==> config.mk <==
export PLATFORM = sky130hd
export DESIGN_NAME = weight_stream_scheduler
export DESIGN_NICKNAME = d
export VERILOG_FILES = /design/src/rtl/weight_stream_pkg.sv /design/src/rtl/weight_stream_fifo.sv /design/src/rtl/weight_stream_scheduler.sv
export SDC_FILE = /design/constraint.sdc
export NUM_CORES = 1
export LEC_CHECK = 0
export CAP_MARGIN = 20
export CORE_MARGIN = 2
export CORE_UTILIZATION = 25
export CTS_CLUSTER_SIZE = 12
export DETAILED_ROUTE_END_ITERATION = 12
export GPL_TIMING_DRIVEN = 1
export PLACE_DENSITY = 0.43
export SETUP_SLACK_MARGIN = 0.05
export SYNTH_ARGS = -nofsm -noshare
export SYNTH_HDL_FRONTEND = slang
export SYNTH_HIERARCHICAL = 1
export SYNTH_SLANG_ARGS = --single-unit
==> constraint.sdc <==
create_clock -name clk -period 2.9 [get_ports clk]
set_clock_uncertainty 0.15 [all_clocks]
set_input_delay 0.29 -clock clk [delete_from_list [all_inputs] [get_ports clk]]
set_output_delay 0.29 -clock clk [all_outputs]
set_load 0.01 [all_outputs]
==> src/rtl/weight_stream_pkg.sv <==
// Shared types and defaults for the weight stream scheduler.
//   state_e        : scheduler FSM states
//   inflight_tag_t : one entry of the ROM read tag pipeline
package weight_stream_pkg;

  typedef enum logic [1:0] {
    StIdle,
    StIssue,
    StDrain,
    StDone
  } state_e;

  typedef struct packed {
    logic vld;
    logic last;
  } inflight_tag_t;

  localparam int unsigned ROM_LATENCY_DEFAULT = 2;
  localparam int unsigned FIFO_DEPTH_DEFAULT  = 4;

endpackage

==> src/rtl/weight_stream_fifo.sv <==
// First-word-fall-through FIFO with registered storage.
// Ports:
//   clk, rst         : clock, asynchronous active-low reset
//   push, push_data  : write request and word
//   pop              : read request (ignored while empty)
//   head_data        : entry at the head of the queue
//   head_valid       : queue non-empty
//   count            : number of stored entries
// Push while full is accepted only together with a pop in the same cycle.
module weight_stream_fifo #(
  parameter int unsigned WIDTH = 129,
  parameter int unsigned DEPTH = 4,
  localparam int unsigned PTR_WIDTH = (DEPTH > 1) ? $clog2(DEPTH) : 1,
  localparam int unsigned CNT_WIDTH = $clog2(DEPTH + 1)
) (
  input  logic                 clk,
  input  logic                 rst,
  input  logic                 push,
  input  logic [WIDTH-1:0]     push_data,
  input  logic                 pop,
  output logic [WIDTH-1:0]     head_data,
  output logic                 head_valid,
  output logic [CNT_WIDTH-1:0] count
);

  logic [WIDTH-1:0]     mem_q [DEPTH];
  logic [PTR_WIDTH-1:0] wr_ptr_q, wr_ptr_d;
  logic [PTR_WIDTH-1:0] rd_ptr_q, rd_ptr_d;
  logic [CNT_WIDTH-1:0] count_q, count_d;
  logic                 full;
  logic                 push_ok;
  logic                 pop_ok;

  assign full       = (count_q == CNT_WIDTH'(DEPTH));
  assign head_valid = (count_q != '0);
  assign head_data  = mem_q[rd_ptr_q];
  assign count      = count_q;

  assign pop_ok  = pop && head_valid;
  assign push_ok = push && (!full || pop_ok);

  always_comb begin
    wr_ptr_d = wr_ptr_q;
    rd_ptr_d = rd_ptr_q;
    count_d  = count_q;
    if (push_ok) begin
      wr_ptr_d = (wr_ptr_q == PTR_WIDTH'(DEPTH - 1)) ? '0 : wr_ptr_q + PTR_WIDTH'(1);
    end
    if (pop_ok) begin
      rd_ptr_d = (rd_ptr_q == PTR_WIDTH'(DEPTH - 1)) ? '0 : rd_ptr_q + PTR_WIDTH'(1);
    end
    if (push_ok && !pop_ok) begin
      count_d = count_q + CNT_WIDTH'(1);
    end else if (pop_ok && !push_ok) begin
      count_d = count_q - CNT_WIDTH'(1);
    end
  end

  always_ff @(posedge clk or negedge rst) begin
    if (!rst) begin
      wr_ptr_q <= '0;
      rd_ptr_q <= '0;
      count_q  <= '0;
      for (int i = 0; i < DEPTH; i++) begin
        mem_q[i] <= '0;
      end
    end else begin
      wr_ptr_q <= wr_ptr_d;
      rd_ptr_q <= rd_ptr_d;
      count_q  <= count_d;
      if (push_ok) begin
        mem_q[wr_ptr_q] <= push_data;
      end
    end
  end

endmodule

==> src/rtl/weight_stream_scheduler.sv <==
// Streams the contents of a weight ROM (registered read, address/ce interface) as a
// valid/ready stream, replaying all ADDR_RANGE words num_passes times.
// Ports:
//   clk, rst                       : clock, asynchronous active-low reset
//   start, num_passes              : run request (IDLE only) and pass count
//   busy, done                     : run in progress, one-cycle completion pulse
//   rom_address0, rom_ce0, rom_q0  : ROM read port
//   data_out, data_out_valid,
//   data_out_ready, data_out_last  : output stream, last marks address ADDR_RANGE-1
// Reads are only issued while the FIFO has room for every read already in flight, so a
// stalled consumer never causes a returning word to be dropped.
module weight_stream_scheduler
  import weight_stream_pkg::*;
#(
  parameter int unsigned DATA_WIDTH  = 128,
  parameter int unsigned ADDR_RANGE  = 576,
  parameter int unsigned ADDR_WIDTH  = $clog2(ADDR_RANGE) + 1,
  parameter int unsigned ROM_LATENCY = ROM_LATENCY_DEFAULT,
  parameter int unsigned FIFO_DEPTH  = FIFO_DEPTH_DEFAULT,
  parameter int unsigned PASS_WIDTH  = 8
) (
  input  logic                  clk,
  input  logic                  rst,
  input  logic                  start,
  input  logic [PASS_WIDTH-1:0] num_passes,
  output logic                  busy,
  output logic                  done,
  output logic [ADDR_WIDTH-1:0] rom_address0,
  output logic                  rom_ce0,
  input  logic [DATA_WIDTH-1:0] rom_q0,
  output logic [DATA_WIDTH-1:0] data_out,
  output logic                  data_out_valid,
  input  logic                  data_out_ready,
  output logic                  data_out_last
);

  localparam int unsigned CNT_WIDTH  = $clog2(FIFO_DEPTH + 1);
  localparam int unsigned INFL_WIDTH = $clog2(ROM_LATENCY + 1);

  state_e                state_q, state_d;
  logic [ADDR_WIDTH-1:0] addr_q, addr_d;
  logic [PASS_WIDTH-1:0] pass_q, pass_d;
  logic [PASS_WIDTH-1:0] passes_q, passes_d;
  inflight_tag_t         tag_q [ROM_LATENCY];
  inflight_tag_t         tag_in;
  inflight_tag_t         tag_out;

  logic [INFL_WIDTH-1:0] inflight;
  logic [CNT_WIDTH-1:0]  fifo_count;
  logic [DATA_WIDTH:0]   fifo_head;
  logic                  fifo_valid;
  logic                  fifo_push;
  logic                  fifo_pop;
  logic                  credit_ok;
  logic                  issue;
  logic                  addr_last;
  logic                  fifo_drains;

  always_comb begin
    inflight = '0;
    for (int i = 0; i < ROM_LATENCY; i++) begin
      inflight = inflight + INFL_WIDTH'(tag_q[i].vld);
    end
  end

  // Count every tag still in the pipe, including the one landing this cycle.
  assign credit_ok = (32'(fifo_count) + 32'(inflight)) < FIFO_DEPTH;
  assign issue     = (state_q == StIssue) && credit_ok;
  assign addr_last = (addr_q == ADDR_WIDTH'(ADDR_RANGE - 1));

  assign rom_ce0      = (state_q == StIssue) || (state_q == StDrain);
  assign rom_address0 = addr_q;
  assign busy         = (state_q != StIdle);
  assign done         = (state_q == StDone);

  always_comb begin
    tag_in.vld  = issue;
    tag_in.last = issue && addr_last;
  end

  assign tag_out   = tag_q[ROM_LATENCY-1];
  assign fifo_push = rom_ce0 && tag_out.vld;
  assign fifo_pop  = fifo_valid && data_out_ready;

  // FIFO is empty after this cycle's handshake, so done lands right after it.
  assign fifo_drains = (fifo_count == '0) ||
                       ((fifo_count == CNT_WIDTH'(1)) && fifo_pop);

  always_ff @(posedge clk or negedge rst) begin
    if (!rst) begin
      for (int i = 0; i < ROM_LATENCY; i++) begin
        tag_q[i] <= '0;
      end
    end else if (rom_ce0) begin
      tag_q[0] <= tag_in;
      for (int i = 1; i < ROM_LATENCY; i++) begin
        tag_q[i] <= tag_q[i-1];
      end
    end
  end

  always_comb begin
    state_d  = state_q;
    addr_d   = addr_q;
    pass_d   = pass_q;
    passes_d = passes_q;
    case (state_q)
      StIdle: begin
        if (start) begin
          if (num_passes == '0) begin
            state_d = StDone;
          end else begin
            passes_d = num_passes;
            addr_d   = '0;
            pass_d   = '0;
            state_d  = StIssue;
          end
        end
      end
      StIssue: begin
        if (issue) begin
          if (addr_last) begin
            addr_d = '0;
            pass_d = pass_q + PASS_WIDTH'(1);
            if (pass_q == passes_q - PASS_WIDTH'(1)) begin
              state_d = StDrain;
            end
          end else begin
            addr_d = addr_q + ADDR_WIDTH'(1);
          end
        end
      end
      StDrain: begin
        if ((inflight == '0) && fifo_drains) begin
          state_d = StDone;
        end
      end
      StDone: begin
        state_d = StIdle;
      end
      default: begin
        state_d = StIdle;
      end
    endcase
  end

  always_ff @(posedge clk or negedge rst) begin
    if (!rst) begin
      state_q  <= StIdle;
      addr_q   <= '0;
      pass_q   <= '0;
      passes_q <= '0;
    end else begin
      state_q  <= state_d;
      addr_q   <= addr_d;
      pass_q   <= pass_d;
      passes_q <= passes_d;
    end
  end

  weight_stream_fifo #(
    .WIDTH (DATA_WIDTH + 1),
    .DEPTH (FIFO_DEPTH)
  ) u_fifo (
    .clk        (clk),
    .rst        (rst),
    .push       (fifo_push),
    .push_data  ({tag_out.last, rom_q0}),
    .pop        (fifo_pop),
    .head_data  (fifo_head),
    .head_valid (fifo_valid),
    .count      (fifo_count)
  );

  assign data_out       = fifo_head[DATA_WIDTH-1:0];
  assign data_out_last  = fifo_valid && fifo_head[DATA_WIDTH];
  assign data_out_valid = fifo_valid;

endmodule

# == After elaboration in Yosys (flattened, before gate mapping) ==
# Cells that the tools add are included.
# classes
n_addsub,9
order_cmp,4
n_eq_ne,15
n_mux,27
bitwise,3
reduce_logical,30
# op_table
operator,n
516-bit bitwise mux,1
129-bit two-way mux,3
129-bit binary-select mux with 2-bit select,1
129-bit demux with 2-bit select,1
11-bit two-way mux,4
8-bit two-way mux,4
11-bit one-hot mux with 2 select lines,1
2-bit two-way mux,8
8-bit one-hot mux with 2 select lines,1
1-bit logical AND,12
"11-bit by 1-bit adder with 11-bit output, second input constant",1
"11-bit by 10-bit equality test with 1-bit output, second input constant",1
5-bit AND reduction,2
"8-bit by 1-bit adder with 8-bit output, second input constant",1
"2-bit equality test, second input constant",4
8-bit equality test,1
8-bit zero test,1
"2-bit != test, second input constant",4
2-bit one-hot mux with 4 select lines,1
"8-bit by 1-bit subtractor with 8-bit output, second input constant",1
"3-bit greater-or-equal comparator, second input constant",2
3-bit two-way mux,2
2-bit NOT with 3-bit output,2
2-bit nonzero test,3
other kinds (19),26
# word_totals
regBits,556
input_bits,140
out_inout_bits,144

# == Depth between registers and ports, before layout ==
# Gate-level depths: netlist (run 1).
# depth
depth_word,9
ltp_mapped,10
ltp_nobuf,10

# == Cells and area by module ==
# The synthesis (run 1) kept the hierarchy.
# by_module_without_submodules
module,n_inst,cells_per_inst,area_per_inst_um2
weight_stream_fifo,1,1286,22805.6
weight_stream_scheduler,1,230,2113.3

# == Least setup slack after synthesis (run 1) ==
# No wires, ideal clock.
# synth_path
path_kind,register to register
start,register u_fifo.count_q[1] (netlist: u_fifo/count[1])
end,register u_fifo.count_q[1] (netlist: u_fifo/count[1])
arrival_time_ns,2.439
t_required_ns,2.625
slack_ns,0.186
path_stages_with_launch,9
n_path_buf,0
synth_period_minus_slack_ns,2.714
path_cell_list,dfrtp_1 > or3_1 > and2_1 > nor4b_4 > nor2b_1 > ha_1 > inv_1 > fa_1 > mux2_2
# synth_between
word_cells_on_any_way,16
classes_between,add/sub: 2; eq/ne: 1; mux: 2; reduce/logical: 11
# synth_lines
item,line_no,rtl
"start, declared",weight_stream_fifo.sv:29,"logic [CNT_WIDTH-1:0] count_q, count_d;"
"start signal, assigned",weight_stream_fifo.sv:70,count_q <= count_d;
3-bit nonzero test,weight_stream_fifo.sv:35,assign head_valid = (count_q != '0);
named net data_out_valid,weight_stream_scheduler.sv:32,"output logic data_out_valid,"
1-bit logical AND,weight_stream_scheduler.sv:83,assign fifo_pop = fifo_valid && data_out_ready;
named net fifo_pop,weight_stream_scheduler.sv:53,logic fifo_pop;
1-bit logical AND,weight_stream_fifo.sv:39,assign pop_ok = pop && head_valid;
1-bit logical OR,weight_stream_fifo.sv:40,assign push_ok = push && (!full || pop_ok);
1-bit logical AND,weight_stream_fifo.sv:40,
named net u_fifo.push_ok,weight_stream_fifo.sv:31,logic push_ok;
1-bit logical AND,weight_stream_fifo.sv:52,if (push_ok && !pop_ok) begin
3-bit two-way mux,weight_stream_fifo.sv:52,
named net u_fifo.count_d[1],weight_stream_fifo.sv:29,
# The timed path passes the listed nets, and every way through them passes these cells. The select of a mux whose other input is x is not followed.
# A chain may end at the register's enable or synchronous reset.

# == Worst setup path in the final report (run 1) ==
# layout_path
start,register u_fifo.rd_ptr_q[0]
end,output port data_out[102]
# layout_between
elab_chain_len,4
# layout_rtl
item,line_no,rtl
"start, declared",weight_stream_fifo.sv:28,"logic [PTR_WIDTH-1:0] rd_ptr_q, rd_ptr_d;"
"start signal, assigned",weight_stream_fifo.sv:69,rd_ptr_q <= rd_ptr_d;
2-bit NOT with 3-bit output (implied by the code),weight_stream_fifo.sv:36,assign head_data = mem_q[rd_ptr_q];
129-bit binary-select mux with 2-bit select,weight_stream_fifo.sv:36,
129-bit two-way mux (implied by the code) (2 in series),weight_stream_fifo.sv:36,
"end, declared",weight_stream_scheduler.sv:31,"output logic [DATA_WIDTH-1:0] data_out,"
# No other way between the ends. The select of a mux whose other input is x is not followed.

==> run_results.csv, run 1 <==
group,metric,value,unit
run_status,outcome,"complete, no violations",
route,first_iter_violations,519,
min_path,hold_class,"input pin to async pin",
worst_setup_path,reg2reg_from,"u_fifo/count[2]",
synth,synth_edf_count,0,
floorplan,die_h,320,um
timing,rsz0062_at_grt,"yes",
timing,final.min_clock_period,2.78,ns
cts,path_clk_slew,0.06,ns
timing,hold_viol,0,
worst_setup_path,crit_type,"register to output port",
global_route,use_met3,0.0330,
layout,drive_above_1_share,0.497,
global_route,grt_use_met2,0.225,
worst_setup_path,rr_worst_depth,8,
synth,synth_ff_type,"dfrtp_1",
floorplan,initial_utilization,0.253,
global_route,track_usage,0.134,
synth,yosysSeqAreaShare,0.558,
timing,drv_slew,0,
place,numPortBuffers,283,
place,dp_worst_setup_slack,-0.0787,ns
layout,utilization,0.327,
synth,yosysMostFrequentCell,"dfrtp_1",
floorplan,dieArea,0.102,mm2
synth,synthCells,1516,
pwr,peakVddDrop,0.000505,V
timing,timing.hold.ws,0.107,ns
cts,cts.htree.levels,3,
cts,clkLatencyLatePin,0.62,ns
synth,yosys-top-cells-count,"dfrtp_1 (556), mux2_2 (528), mux4_2 (129)",
floorplan,die_x,320,um
layout,fill_cells,9570,
synth,synth_cell_type_count,55,
route,remaining_drc_errors,0,
job,cap_violations,0,
worst_setup_path,cp-end-kind,"output port",
worst_setup_path,r2r_slack,0.31,ns
global_route,top_usage_layer,"met2",
cts,cts_root_buf,"clkbuf_16",
timing,setup_ws,0.125,ns
route,routed_via_density,4.46,
synth,postSynthAreaPerCell,16.4,um2
pwr,power_density,1200,mW/mm2
synth,synth_top_area_cell,"dfrtp_1",
global_route,antenna_found_initial,3,
synth,synth_top_area_share,0.558,
place,place_congestion,0.718,
route,first_pass_iters,4,
floorplan,num_rows,115,
global_route,gr-total-overflow,0,
route,routedWlPerCell,20.6,um
worst_setup_path,critPathLaunch,"u_fifo/rd_ptr_q[0]",
cts,cts_tree,"built",
cts,cts_buffers,71,
worst_setup_path,worst_setup_path_start_kind,"register",
global_route,grt_max_degree,60,
worst_setup_path,crit_arrival,2.34,ns
worst_setup_path,cp_max_fo,10,
route,finalWirelength,66800,um
layout,multi_input_area,0.0102,mm2
worst_setup_path,cp_data_required_time,2.46,ns
route,ant_nets,0,
layout,final_nets,2055,
global_route,met1_usage,0.170,
synth,syn_area,0.0249,mm2
timing,setup-violations-final,0,
timing,slew_headroom,0.538,
worst_setup_path,r2r-end,"u_fifo/count[1]",
synth,syn-num-nets,1674,
layout,layout-area-overhead-vs-synth,29.4,%
floorplan,core,0.0986,mm2
synth,ys_async_sr_fraction,1.00,
synth,synth_area_leaders,"dfrtp_1 (56%), mux2_2 (24%), mux4_2 (12%), buf_6 (2.4%), ha_1 (0.85%)",
place,hpwl,42700,um
global_route,grt_pass1_wl,104000,um
global_route,grt_pass1_vias,16400,
cts,cts_buffer_depth,3,
timing,finalCritPeriodShare,0.957,
layout,regArea,0.0139,mm2
timing,max_freq,0.360,GHz
cts,cts.sinks,556,
layout,finalInstanceArea,0.0322,mm2
synth,ys_warn_count,6,
pwr,p_leak,12.9,nW
timing,worst_slew_pin_slew,0.693,ns
pwr,power,38.5,mW
floorplan,io_pins,284,
synth,ys_seq_elements,556,
route,num_vias,14400,
place,post_dp_cell_area,0.0298,mm2
## cells by family after synthesis
logic type | share of synthesized area
multiplexers | 0.355
flip-flops | 0.558
buffers and inverters | 0.0333
AND/OR/NAND/NOR | 0.0222
AO/OA/AOI/OAI | 0.0159
adder cells (fa/ha/maj) | 0.00934
XOR/XNOR | 0.00562
## cell usage in the layout (no fill, tap or decap), types with 6 or more instances in the layout
cell type	count
clkinv_2	7
a31oi_1	7
clkdlybuf4s50_1	153
clkbuf_8	12
xnor2_1	12
nor3_1	7
buf_6	23
buf_16	7
a21oi_1	8
ha_1	17
dfrtp_1	554
nor2_1	17
clkbuf_1	23
clkdlybuf4s15_1	32
buf_2	37
buf_4	51
clkbuf_2	20
nand3_1	7
or3_1	6
mux2_2	528
o21ai_0	21
nand2_1	31
dlygate4sd2_1	23
mux4_2	129
buf_12	44
clkbuf_16	73
inv_1	16
## sequential cells by signal, indices dropped and copies added, names as in the netlist
signal,count
state_q,2
u_fifo/count,3
u_fifo/rd_ptr_q,2
tag_q,2
u_fifo/mem_q,516
u_fifo/wr_ptr_q,2
passes_q,8
pass_q,8
rom_address0,11
tag_out,2
## worst max-delay path, cell delays in order, from the launching register on
cell and delay, ns:
dfrtp_4 0.47, buf_4 0.13, buf_4 0.14, buf_16 0.17, mux4_2 0.50, clkdlybuf4s15_1 0.31
## routing by layer
metal,up-vias,share of wire
li1,6416,-
met1,7655,0.44
met2,253,0.49
met3,99,0.048
met4,6,0.023
met5,-,0.00064
## area by class of cell
type,instances,share of cell area
Inverter,16,0.00186
Tap cell,1287,0.0500
Multi-Input combinational cell,853,0.317
Clock buffer,108,0.0645
Sequential cell,556,0.432
Timing Repair Buffer,399,0.129
Clock inverter,17,0.00571
Antenna cell,1,0.0000776
## where the power goes
group | switching [mW] | leakage [nW] | internal (mW)
Sequential | 1.89 | 6.54 | 11.6
Clock | 3.42 | 1.11 | 5.20
Combinational | 6.76 | 5.25 | 9.62
## repair_timing
action,in CTS,in global routing
hold buffers,1,0
resized for setup,302,101
pin swaps,1,0
buffers inserted,26,10
cloned,3,0
endpoints found under the setup margin,131,42
hold endpoints to repair,157,0
## through the flow
stage / std cells / TNS [ns]
finish: 3237 / 0
global route: 3236 / -0.0138
CTS: 3228 / -0.363
detailed placement: 3073 / -0.0787
global placement: 3073 / -0.0994
floorplan: 1516 / 0
## worst max path at each step
| stage | to | slack (ns) | depth (start not counted) |
|---|---|---|---|
| final | data_out[102] | 0.12 | 5 |
| after global routing | data_out[102] | -0.01 | 5 |
| after CTS | data_out[118] | -0.08 | 7 |
| after detailed placement | u_fifo/count[1] | -0.08 | 8 |
| after global placement | u_fifo/count[1] | -0.1 | 8 |
| after floorplan | u_fifo/count[1] | 0.19 | 8 |
(Power assumes the default switching activity.)
==> inputs of run 2 (changes only) <==
--- a/config.mk
+++ b/config.mk
@@ -11,6 +11,7 @@
 export CTS_CLUSTER_SIZE = 12
 export DETAILED_ROUTE_END_ITERATION = 12
 export GPL_TIMING_DRIVEN = 1
+export MAX_ROUTING_LAYER = met4
 export PLACE_DENSITY = 0.43
 export SETUP_SLACK_MARGIN = 0.05
 export SYNTH_ARGS = -nofsm -noshare
==> run_results.csv, run 2 (synthesized netlist as in run 1, its figures left out) <==
group,metric,value,unit
pwr,p_sw,12.1,mW
cts,cts_buffer_depth,3,
route,ant_nets,0,
layout,fin_cells,3241,
worst_setup_path,cp_max_fo,10,
timing,worst_slew_pin_slew,0.686,ns
route,highest_layer,"met4",
global_route,gr-total-overflow,0,
layout,final_cell_mix,"dfrtp_1 (554), mux2_2 (528), clkdlybuf4s50_1 (153)",
timing,finalCritPeriodShare,0.956,
place,dp.cells,3073,
worst_setup_path,max_stage_delay,0.50,ns
timing,setup-violations-final,0,
route,first_pass_iters,4,
cts,path_clk_slew,0.06,ns
route,wl_met3,3140,um
pwr,seqPwrFrac,0.351,
timing,final.min_clock_period,2.77,ns
cts,cts.htree.levels,3,
route,num_vias,14500,
layout,largest_register_ffs,516,
layout,final_nets,2055,
route,routedWlPerCell,20.6,um
route,first_iter_violations,559,
worst_setup_path,cp-end-kind,"output port",
pwr,power_density,1200,mW/mm2
route,wl_met2,33000,um
worst_setup_path,critPathLaunch,"u_fifo/rd_ptr_q[0]",
route,met1Wirelength,29200,um
cts,cts.sinks,556,
pwr,clkPwrFrac,0.224,
pwr,p_leak,12.9,nW
floorplan,core,0.0986,mm2
timing,fin_setup_tns,0,ns
worst_setup_path,worst_setup_path_start_kind,"register",
route,finalWirelength,66800,um
route,remaining_drc_errors,0,
cts,cts_buffers,71,
place,place_congestion,0.727,
floorplan,io_pins,284,
layout,layout-area-overhead-vs-synth,29.4,%
layout,final_common_cell,"dfrtp_1",
timing,rsz0062_at_grt,"yes",
worst_setup_path,slowest_stage,"mux4_2",
layout,multi_input_area,0.0102,mm2
layout,regArea,0.0139,mm2
cts,clkLatencyLatePin,0.62,ns
layout,utilization,0.327,
global_route,grt_pass1_vias,16400,
route,routed_via_density,4.47,
timing,max_freq,0.361,GHz
job,cap_violations,0,
layout,top_register,"u_fifo/mem_q",
pwr,comb_power_share,0.425,
floorplan,initial_utilization,0.253,
pwr,peakVddDrop,0.000506,V
place,hpwl,42700,um
floorplan,die_h,320,um
cts,cts_tree,"built",
cts,cts_root_buf,"clkbuf_16",
layout,fill_cells,9566,
global_route,antenna_found_initial,3,
pwr,p_sw_frac,0.313,
worst_setup_path,r2r_slack,0.31,ns
worst_setup_path,reg2reg_from,"u_fifo/count[2]",
pwr,intPower,26.5,mW
floorplan,dieArea,0.102,mm2
worst_setup_path,crit_path_cell_trace,"buf_4, buf_4, buf_16, mux4_2, clkdlybuf4s15_1",
worst_setup_path,crit_type,"register to output port",
run_status,outcome,"complete, no violations",
global_route,track_usage,0.138,
global_route,grt_pass1_wl,104000,um
global_route,grt_max_degree,60,
layout,drive_above_1_share,0.497,
timing,hold_viol,0,
min_path,hold_class,"input pin to async pin",
timing,slew_headroom,0.543,
timing,drv_slew,0,
floorplan,die_x,320,um
worst_setup_path,cp_data_required_time,2.46,ns
floorplan,num_rows,115,
place,numPortBuffers,283,
worst_setup_path,critical_path.most_common_cell,"buf_4",
worst_setup_path,crit_arrival,2.33,ns
-- run 2: per-stage QoR --
step | hold WS (ns) | cell area [um2] | worst slack [ns] | power [mW]
3_5_place_dp | 0.186 | 29800 | -0.0787 | 30.8
5_1_grt | 0.111 | 32200 | -0.0138 | 41.1
4_1_cts | 0.0865 | 32200 | -0.0758 | 39.3
2_1_floorplan | -0.156 | 24900 | 0.186 | 23.2
6_report | 0.101 | 32200 | 0.127 | 38.6
3_3_place_gp | 0.188 | 29800 | -0.0994 | 30.4
-- run 2: cell type report --
cell class / instances / share of cell area
tap: 1287 / 0.0499
inverter: 16 / 0.00186
clock inverter: 17 / 0.00570
antenna: 5 / 0.000388
timing repair buffer: 399 / 0.130
sequential: 556 / 0.432
clock buffer: 108 / 0.0644
multi-input combinational: 853 / 0.317
-- run 2: critical path: cells and delay by family (launching register included) --
kind / cells / cell delay (ns)
flip-flops: 1 / 0.47
multiplexers: 1 / 0.50
buffers and inverters: 4 / 0.75
-- run 2: worst paths after layout --
path                                      to  cells after the start
min in group clk                 passes_q[0]                      3
hold / removal             u_fifo/mem_q[416]                      2
hold reg to reg            u_fifo/mem_q[190]                      1
max in group asynchronous  u_fifo/mem_q[268]                      3
setup / recovery               data_out[102]                      5
setup reg to reg             u_fifo/count[1]                      8
-- run 2: timing repair --
| action | in CTS | in global routing |
|---|---|---|
| hold buffers | 1 | 0 |
| endpoints found under the setup margin | 131 | 42 |
| gates resized for setup | 302 | 100 |
| endpoints found under the hold margin | 157 | 0 |
| gates cloned | 3 | 0 |
| buffers inserted | 26 | 10 |
| pin swaps | 1 | 0 |
-- run 2: power by group through the flow --
| stage | registers [mW] | logic [mW] | clock network (mW) |
|---|---|---|---|
| 2_1_floorplan | 13.0 | 10.2 | 0 |
| 3_3_place_gp | 13.5 | 16.9 | 0 |
| 3_5_place_dp | 13.7 | 17.1 | 0 |
| 4_1_cts | 13.6 | 16.7 | 9.02 |
| 5_1_grt | 14.1 | 17.7 | 9.36 |
| 6_report | 13.5 | 16.4 | 8.63 |
-- run 2: routing by layer --
| layer | up-vias | track usage |
|---|---|---|
| met3 | 93 | 0.0327 |
| met1 | 7693 | 0.171 |
| met2 | 267 | 0.225 |
| met4 | 0 | 0.0388 |
| li1 | 6427 | - |
| met5 | - | - |
==> inputs of run 3 (changes only) <==
--- a/config.mk
+++ b/config.mk
@@ -5,6 +5,7 @@
 export SDC_FILE = /design/constraint.sdc
 export NUM_CORES = 1
 export LEC_CHECK = 0
+export ABC_CLOCK_PERIOD_IN_PS = 2900
 export CAP_MARGIN = 20
 export CORE_MARGIN = 2
 export CORE_UTILIZATION = 25
@@ -18,3 +19,4 @@
 export SYNTH_HDL_FRONTEND = slang
 export SYNTH_HIERARCHICAL = 1
 export SYNTH_SLANG_ARGS = --single-unit
+export TNS_END_PERCENT = 100
==> results of run 3 <==
Same layout as run 2: the final DEF is identical, and so are final timing and power.
